**src/rtl/fetch_queue.sv**
```systemverilog
// fetch_queue: decoupled instruction-fetch queue between the PC generator, a pipelined in-order
//   instruction memory and Decode.
// Latency: a response is visible on valid_F the cycle after it arrives (same cycle with
//   FETCH_QUEUE_BYPASS_EN defined); steady state delivers one instruction per cycle.
// Backpressure: Decode stalls with ready_D; requests stop once DEPTH entries are allocated
//   (in flight plus filled); memory responses cannot be stalled and are always absorbed.
//
// Optional feature macro: FETCH_QUEUE_BYPASS_EN -- when defined, a response landing in the
//   head entry is presented on valid_F/Instr_F combinationally (and may pop that cycle).
//
// Ports:
//   clk, rst                     clock (rising edge) and asynchronous active-low reset
//   PCSrc_E, PCTarget_E          redirect from Execute: flushes the queue, refetches at target
//   imem_req_valid/ready/addr    fetch request channel (valid/ready)
//   imem_rsp_valid/data          in-order response channel, no backpressure
//   valid_F, ready_D, PC_F, Instr_F   head instruction towards Decode (valid/ready)
module fetch_queue #(
    parameter int              XLEN     = 64,
    parameter int              DEPTH    = 4,   // power of two, 2..16
    parameter logic [XLEN-1:0] RESET_PC = '0
) (
    input  logic            clk,
    input  logic            rst,
    input  logic            PCSrc_E,
    input  logic [XLEN-1:0] PCTarget_E,
    output logic            imem_req_valid,
    input  logic            imem_req_ready,
    output logic [XLEN-1:0] imem_req_addr,
    input  logic            imem_rsp_valid,
    input  logic [31:0]     imem_rsp_data,
    output logic            valid_F,
    input  logic            ready_D,
    output logic [XLEN-1:0] PC_F,
    output logic [31:0]     Instr_F
);

    localparam int PW = $clog2(DEPTH);  // ring pointer width
    localparam int CW = PW + 1;         // occupancy counters, 0..DEPTH
    // Drop counter: responses still owed by memory for squashed fetches. Back-to-back
    // redirects can stack one queue's worth of stale fetches on top of the previous one.
    localparam int DW = PW + 2;

    // ------------------------------------------------------------------
    // State
    // ------------------------------------------------------------------
    logic [XLEN-1:0] fetch_pc_q, fetch_pc_d;
    logic [PW-1:0]   alloc_q, alloc_d;
    logic [PW-1:0]   fill_q, fill_d;
    logic [PW-1:0]   head_q, head_d;
    logic [CW-1:0]   count_q, count_d;        // allocated entries (in flight + filled)
    logic [CW-1:0]   inflight_q, inflight_d;  // allocated but not yet filled
    logic [DW-1:0]   drop_q, drop_d;
    logic [DEPTH-1:0] filled_q, filled_d;

    // Payload storage needs no reset: nothing reads it unless its filled bit is set.
    logic [XLEN-1:0] pc_q    [DEPTH];
    logic [31:0]     instr_q [DEPTH];

    // ------------------------------------------------------------------
    // Handshakes
    // ------------------------------------------------------------------
    logic            req_fire;
    logic            rsp_take;   // response written into the queue
    logic            rsp_drop;   // response belonging to a squashed fetch
    logic            head_filled;
    logic            byp_hit;    // response filling the head entry this very cycle
    logic            pop;
    logic [DW-1:0]   drop_sum;

    // Gating with rst keeps the request channel quiet while memory is held in reset too.
    assign imem_req_valid = rst && (count_q < CW'(DEPTH)) && !PCSrc_E;
    assign imem_req_addr  = fetch_pc_q;
    assign req_fire       = imem_req_valid && imem_req_ready;

    // A response in the redirect cycle is never written; it is accounted for in drop_sum.
    assign rsp_take    = rst && imem_rsp_valid && !PCSrc_E && (drop_q == '0);
    assign rsp_drop    = imem_rsp_valid && (drop_q != '0);
    assign head_filled = filled_q[head_q];

`ifdef FETCH_QUEUE_BYPASS_EN
    // With responses in order, fill_q == head_q means the response is for the head entry.
    assign byp_hit = rsp_take && (fill_q == head_q) && !head_filled;
`else
    assign byp_hit = 1'b0;
`endif

    assign valid_F = !PCSrc_E && (head_filled || byp_hit);
    assign pop     = valid_F && ready_D;
    assign PC_F    = valid_F ? pc_q[head_q] : '0;
    assign Instr_F = !valid_F ? 32'h0 : (byp_hit ? imem_rsp_data : instr_q[head_q]);

    // Old responses still owed after a redirect: pending drops plus every unfilled entry.
    assign drop_sum = drop_q + DW'(inflight_q);

    // ------------------------------------------------------------------
    // Next state
    // ------------------------------------------------------------------
    always_comb begin
        fetch_pc_d = fetch_pc_q;
        alloc_d    = alloc_q;
        fill_d     = fill_q;
        head_d     = head_q;
        count_d    = count_q;
        inflight_d = inflight_q;
        drop_d     = drop_q;
        filled_d   = filled_q;

        if (PCSrc_E) begin
            fetch_pc_d = PCTarget_E;
            alloc_d    = '0;
            fill_d     = '0;
            head_d     = '0;
            count_d    = '0;
            inflight_d = '0;
            filled_d   = '0;
            // A response arriving now is the oldest owed one and is discarded on the spot.
            drop_d     = (imem_rsp_valid && (drop_sum != '0)) ? drop_sum - DW'(1) : drop_sum;
        end else begin
            if (req_fire) begin
                alloc_d    = alloc_q + PW'(1);
                fetch_pc_d = fetch_pc_q + XLEN'(4);
            end

            if (rsp_take) begin
                fill_d           = fill_q + PW'(1);
                filled_d[fill_q] = 1'b1;
            end else if (rsp_drop) begin
                drop_d = drop_q - DW'(1);
            end

            // Applied after the fill so a bypassed entry popped in the same cycle ends empty.
            if (pop) begin
                head_d           = head_q + PW'(1);
                filled_d[head_q] = 1'b0;
            end

            count_d    = count_q + CW'(req_fire) - CW'(pop);
            inflight_d = inflight_q + CW'(req_fire) - CW'(rsp_take);
        end
    end

    // ------------------------------------------------------------------
    // Registers
    // ------------------------------------------------------------------
    always_ff @(posedge clk or negedge rst) begin
        if (!rst) begin
            fetch_pc_q <= RESET_PC;
            alloc_q    <= '0;
            fill_q     <= '0;
            head_q     <= '0;
            count_q    <= '0;
            inflight_q <= '0;
            drop_q     <= '0;
            filled_q   <= '0;
        end else begin
            fetch_pc_q <= fetch_pc_d;
            alloc_q    <= alloc_d;
            fill_q     <= fill_d;
            head_q     <= head_d;
            count_q    <= count_d;
            inflight_q <= inflight_d;
            drop_q     <= drop_d;
            filled_q   <= filled_d;
        end
    end

    always_ff @(posedge clk) begin
        if (req_fire) begin
            pc_q[alloc_q] <= fetch_pc_q;
        end
        if (rsp_take) begin
            instr_q[fill_q] <= imem_rsp_data;
        end
    end

    // ------------------------------------------------------------------
    // Invariants
    // ------------------------------------------------------------------
    a_count_bound: assert property (@(posedge clk) disable iff (!rst)
        count_q <= CW'(DEPTH));
    a_inflight_bound: assert property (@(posedge clk) disable iff (!rst)
        inflight_q <= count_q);

endmodule

```
**config.mk**
```make
export PLATFORM = sky130hd
export DESIGN_NAME = fetch_queue
export DESIGN_NICKNAME = d
export VERILOG_FILES = /design/src/rtl/fetch_queue.sv
export SDC_FILE = /design/constraint.sdc
export NUM_CORES = 1
export LEC_CHECK = 0
export ABC_CLOCK_PERIOD_IN_PS = 4700
export CAP_MARGIN = 40
export CORE_MARGIN = 8
export CORE_UTILIZATION = 40
export DETAILED_ROUTE_END_ITERATION = 16
export GPL_ROUTABILITY_DRIVEN = 0
export GPL_TIMING_DRIVEN = 0
export MAX_ROUTING_LAYER = met4
export PLACE_DENSITY = 0.67
export SETUP_SLACK_MARGIN = 0.02
export SYNTH_ARGS = -nofsm -noshare
export SYNTH_HDL_FRONTEND = slang
export SYNTH_SLANG_ARGS = --single-unit
```
**constraint.sdc**
```tcl
create_clock -name clk -period 4.7 [get_ports clk]
set_input_delay 0.705 -clock clk [delete_from_list [all_inputs] [get_ports clk]]
set_output_delay 0.705 -clock clk [all_outputs]
set_load 0.05 [all_outputs]
```
==> flow_results.org <==
** Run status
- The run finished with clean final reports.

** Timing
- Maximum clock frequency :: 0.227 GHz
- At the pin with the least slew margin, the transition time is 0.920 ns.
- Clock skew :: 0.0318 ns
- Max-slew violations :: 0
- Setup-violating endpoint count in the final report :: 0
- Final Hold Vio Count :: 0
- The worst pin sits at a relative slew slack of between 30% and 40%.
- The worst path needs 4.41 ns of the cycle, external delays included.
- Sum of negative setup slack :: 0 ns
- Setup repair after global routing missed its margin :: no
- Fin crit share :: between 90% and 100%
- Setup slack closes at between 0.2 and 0.3 ns.

** Hold path
- The worst hold path belongs to the class in -> async.

** Worst setup path
- Broken down by cell family, the worst path's largest delay share belongs to buffers and inverters.
- Worst reg-to-reg path cell count :: 6
- Startpoint Class :: flop
- Delay contributed by the slowest stage of the critical path :: between 0.5 and 0.6 ns
- The worst register-to-register path begins at count_q[2].
- Critical Path Sink Type :: output pin
- CP required :: approximately 4 ns
- The signal on the critical path passes through clkbuf_2 > buf_6 > mux4_2 > and2_2 > buf_8 > clkbuf_2 > clkbuf_1 > and2_1 > dlygate4sd2_1.
- Data on the critical path arrives at its endpoint at 3.70 ns.
- In this run the register-to-register setup slack is around 1.2 ns.
- Buf/Inv on CP :: 6
- Critical R2R Capture :: pc_q[1][48]
- The worst setup path is of the reg -> out kind.
- Cell with the biggest individual delay on the critical path :: sky130_fd_sc_hd__dlygate4sd2_1
- Cell repeated most along the worst path :: sky130_fd_sc_hd__clkbuf_2
- Along the worst path, the maximum fanout reaches 10.
- The critical path crosses 9 cells after its start point.

** Detailed routing
- The detailed router finished its first iteration with around 1,100 violations.
- The pre-antenna-repair detailed-routing pass consisted of 5 iterations.
- Average wire per cell in the routed design :: 24.3 um
- The routed layout has around 13,000 vias.
- For this block, the routed nets add up to ~56 mm of wire.
- After detailed routing, the number of remaining DRC violations is 0.
- Once detail routing completed, the nets flagged for antenna violations numbered 0.
- Avg Vias per Cell :: 5.60

** Synth
- sky130_fd_sc_hd__edfxtp_1 is the most common cell in the netlist.
- During synthesis, Yosys emitted a total of 0 warnings.
- Summing the sequential cell areas from Yosys gives 68.5% of the chip area.
- After synthesis, the largest area contributor takes up 58.0% of total cell area.
- The most used flip-flop cell after synthesis is sky130_fd_sc_hd__edfxtp_1.
- Most area-consuming cells after synthesis :: sky130_fd_sc_hd__edfxtp_1 58%, sky130_fd_sc_hd__mux4_2 11%, sky130_fd_sc_hd__dfrtp_1 11%
- Most frequent cells after synthesis :: 384 x sky130_fd_sc_hd__edfxtp_1, 109 x sky130_fd_sc_hd__and2_1, 97 x sky130_fd_sc_hd__mux4_2
- Count of different cell masters after synthesis :: 53
- Counting every net in the synthesized netlist gives ~1,400.
- Post-Synthesis Mean Instance Area :: between 15 and 20 um2
- The largest total area in the synthesized netlist belongs to sky130_fd_sc_hd__edfxtp_1.
- In this run, synthesis inferred approximately 380 flip-flops with an integrated enable.
- Number of cells produced by synthesis :: 1,247
- Summing every instance area after synthesis gives 19,900 um2.
- #FFs+latches synth :: approximately 470
- After synthesis, the share of flip-flops with an asynchronous set or reset is 17.9%.

** Power
- Worst vdd rail ir drop :: 0.256 mV
- Comb pwr share :: 9.9%
- Switching power :: 0.00244 W
- Per report_power, the clock group accounts for between 40 and 50% of the total.
- Sw Share :: 24.6%
- Internal portion of total power :: 0.00746 W
- Portion of total power attributed to sequential cells :: 48.9%
- Dividing total power by cell area gives a power density of 389 nW/um2.
- The analysis attributes to cell leakage a power of 8.65 nW.

** Clock tree
- TritonCTS clock tree :: done
- Count of hold buffers inserted by post-cts repair :: 0
- Clock tree synthesis found a total of 468 sinks.
- Maximum number of buffers from clock root to sink :: 3
- At the later pin of the worst-skew pair, clock insertion delay measures 0.60 ns.
- The H-tree was split into 2 levels.
- Root Buffer Master :: sky130_fd_sc_hd__clkbuf_16
- After clock tree synthesis, the clock-pin slew on the worst setup and hold paths is 0.07 ns.
- Number of buffers inserted during clock tree synthesis :: 51
- In this run the post-CTS setup repair buffer count came out at 0.

** Finish
- After the last flow step, the layout net total stands at approximately 1,700.
- Fraction of final layout cells sized beyond drive strength 1 :: between 10 and 15%
- The finished cells cover 25,500 um2.
- Count of non-filler cells in the finished layout :: 2,288
- Fill cells in the final layout number around 4,100.
- The area growth from synthesis to layout is 28.0%.
- Final core occ :: 51.9%

** Floorplanning
- Core Area :: 49,100 um2
- Die Footprint :: 57,100 um2
- Die W :: 239 um
- From bottom edge to top edge, the die measures around 240 um.
- The floorplan has 81 rows.
- Boundary pin count :: 264
- Initial standard-cell utilization of the core :: between 40% and 50%

** Global route
- Maximum number of pins on one net before global-route repair :: 62
- Global routing used approximately a fifth of the available tracks across all layers.
- The via count of the first global-routing pass came to 13,049.
- For this run the aggregate overflow at the end of global routing stands at 0.
- The number of antenna violations at the first check in global routing is 2.
- Global-route wire length before repair :: 83.4 mm

** Place
- Worst setup slack after placement :: -0.323 ns
- The placed instances occupy a cell area of 23,800 um2.
- DP Cell Count :: 2,199
- Port buffering added 263 buffers.
- The HPWL after detailed placement is around 38 mm.

** Run
- Max cap viols :: 0
[layer usage]
layer	track usage (%)	share of wire (%)	wire length, um	up-vias
met1	25.7	42	23100	6553
met3	3.31	6.7	3740	90
li1	-	-	-	5603
met4	6.03	2.6	1430	0
met5	-	0	0	-
met2	32.0	49	27300	563
[worst register-to-register path: stages (launching register included)]
cell and delay, ns:
sky130_fd_sc_hd__dfrtp_1 0.45, sky130_fd_sc_hd__nor4bb_1 0.31, sky130_fd_sc_hd__clkbuf_1 0.40, sky130_fd_sc_hd__clkbuf_1 0.62, sky130_fd_sc_hd__clkbuf_1 0.47, sky130_fd_sc_hd__and2_4 0.61, sky130_fd_sc_hd__buf_12 0.31
[state kept, by name, summed over array words and instances, names as in the netlist]
register / count
pc_q: 256
instr_q: 128
imem_req_addr: 64
drop_q: 4
filled_q: 4
count_q: 3
inflight_q: 3
alloc_q: 2
fill_q: 2
head_q: 2
[power groups by stage]
stage	clock network, W	logic (W)	registers [W]
global placement	0	0.000957	0.00491
global route	0.00431	0.00106	0.00486
finish	0.00407	0.000984	0.00483
CTS	0.00415	0.000992	0.00483
detailed placement	0	0.000988	0.00492
floorplan	0	0.000398	0.00504
[through the flow]
stage          total power (W)  hold WS (ns)
2_1_floorplan          0.00544         0.409
3_3_place_gp           0.00587         0.516
3_5_place_dp           0.00590         0.559
4_1_cts                0.00997        0.0493
5_1_grt                 0.0102        0.0735
6_report               0.00989        0.0592
[repair_timing]
action                                  4_1_cts  5_1_grt
endpoints found under the hold margin         0        0
gates resized for setup                      17        9
endpoints found under the setup margin       72       10
[cell usage in the layout, fill, tap and decap left out, types with 7 or more instances in the layout]
master,synthesis,layout
sky130_fd_sc_hd__dfrtp_1,84,84
sky130_fd_sc_hd__ha_1,21,21
sky130_fd_sc_hd__nand4_1,26,26
sky130_fd_sc_hd__o311ai_0,20,20
sky130_fd_sc_hd__dlymetal6s2s_1,0,9
sky130_fd_sc_hd__buf_1,10,10
sky130_fd_sc_hd__and3_1,11,11
sky130_fd_sc_hd__mux4_2,97,97
sky130_fd_sc_hd__or4_1,17,17
sky130_fd_sc_hd__nor2b_1,8,8
sky130_fd_sc_hd__clkdlybuf4s50_1,0,240
sky130_fd_sc_hd__a221o_1,7,7
sky130_fd_sc_hd__clkinv_2,0,9
sky130_fd_sc_hd__clkbuf_1,58,57
sky130_fd_sc_hd__clkinv_1,0,8
sky130_fd_sc_hd__bufinv_16,0,8
sky130_fd_sc_hd__nand2_1,92,92
sky130_fd_sc_hd__dlygate4sd2_1,0,13
sky130_fd_sc_hd__o31ai_1,7,7
sky130_fd_sc_hd__xnor2_1,10,10
sky130_fd_sc_hd__nand3_1,59,59
sky130_fd_sc_hd__o21ai_0,29,29
sky130_fd_sc_hd__a31oi_1,7,7
sky130_fd_sc_hd__o211ai_1,33,33
sky130_fd_sc_hd__and2_1,109,100
sky130_fd_sc_hd__edfxtp_1,384,384
sky130_fd_sc_hd__nor4_1,12,12
sky130_fd_sc_hd__inv_1,21,21
sky130_fd_sc_hd__clkbuf_16,0,51
sky130_fd_sc_hd__nor2_1,33,33
sky130_fd_sc_hd__or3_1,16,16
sky130_fd_sc_hd__buf_6,0,8
sky130_fd_sc_hd__nor3_1,11,11
[layout make-up]
cell class	count	area [um2]	area share, %
Clock inverter	34	400	1.57
Buffer	68	262	1.03
Inverter	21	78.8	0.310
Antenna cell	2	5.00	0.0197
Tap cell	664	831	3.26
Timing Repair Buffer	288	3030	11.9
Clock buffer	55	1290	5.07
Sequential cell	468	13600	53.5
Multi-Input combinational cell	688	5930	23.3
[how the worst max path moves through the flow]
stage / from / to / slack, ns
global route: head_q[0] / Instr_F[20] / 0.09
finish: head_q[0] / Instr_F[19] / 0.29
detailed placement: PCSrc_E / Instr_F[19] / -0.32
floorplan: PCSrc_E / pc_q[0][0] / 0.96
global placement: rst / pc_q[1][48] / -4.89
CTS: head_q[0] / Instr_F[7] / 0.03
[logic make-up after synthesis]
| group | share of synthesized area (%) |
|---|---|
| compound gates | 4.66 |
| xor+xnor | 0.528 |
| fa+ha+maj | 1.62 |
| buf+inv | 1.73 |
| flops | 68.5 |
| mux | 11.3 |
| simple gates | 11.6 |
No activity file was read; power rests on OpenSTA's default activity.
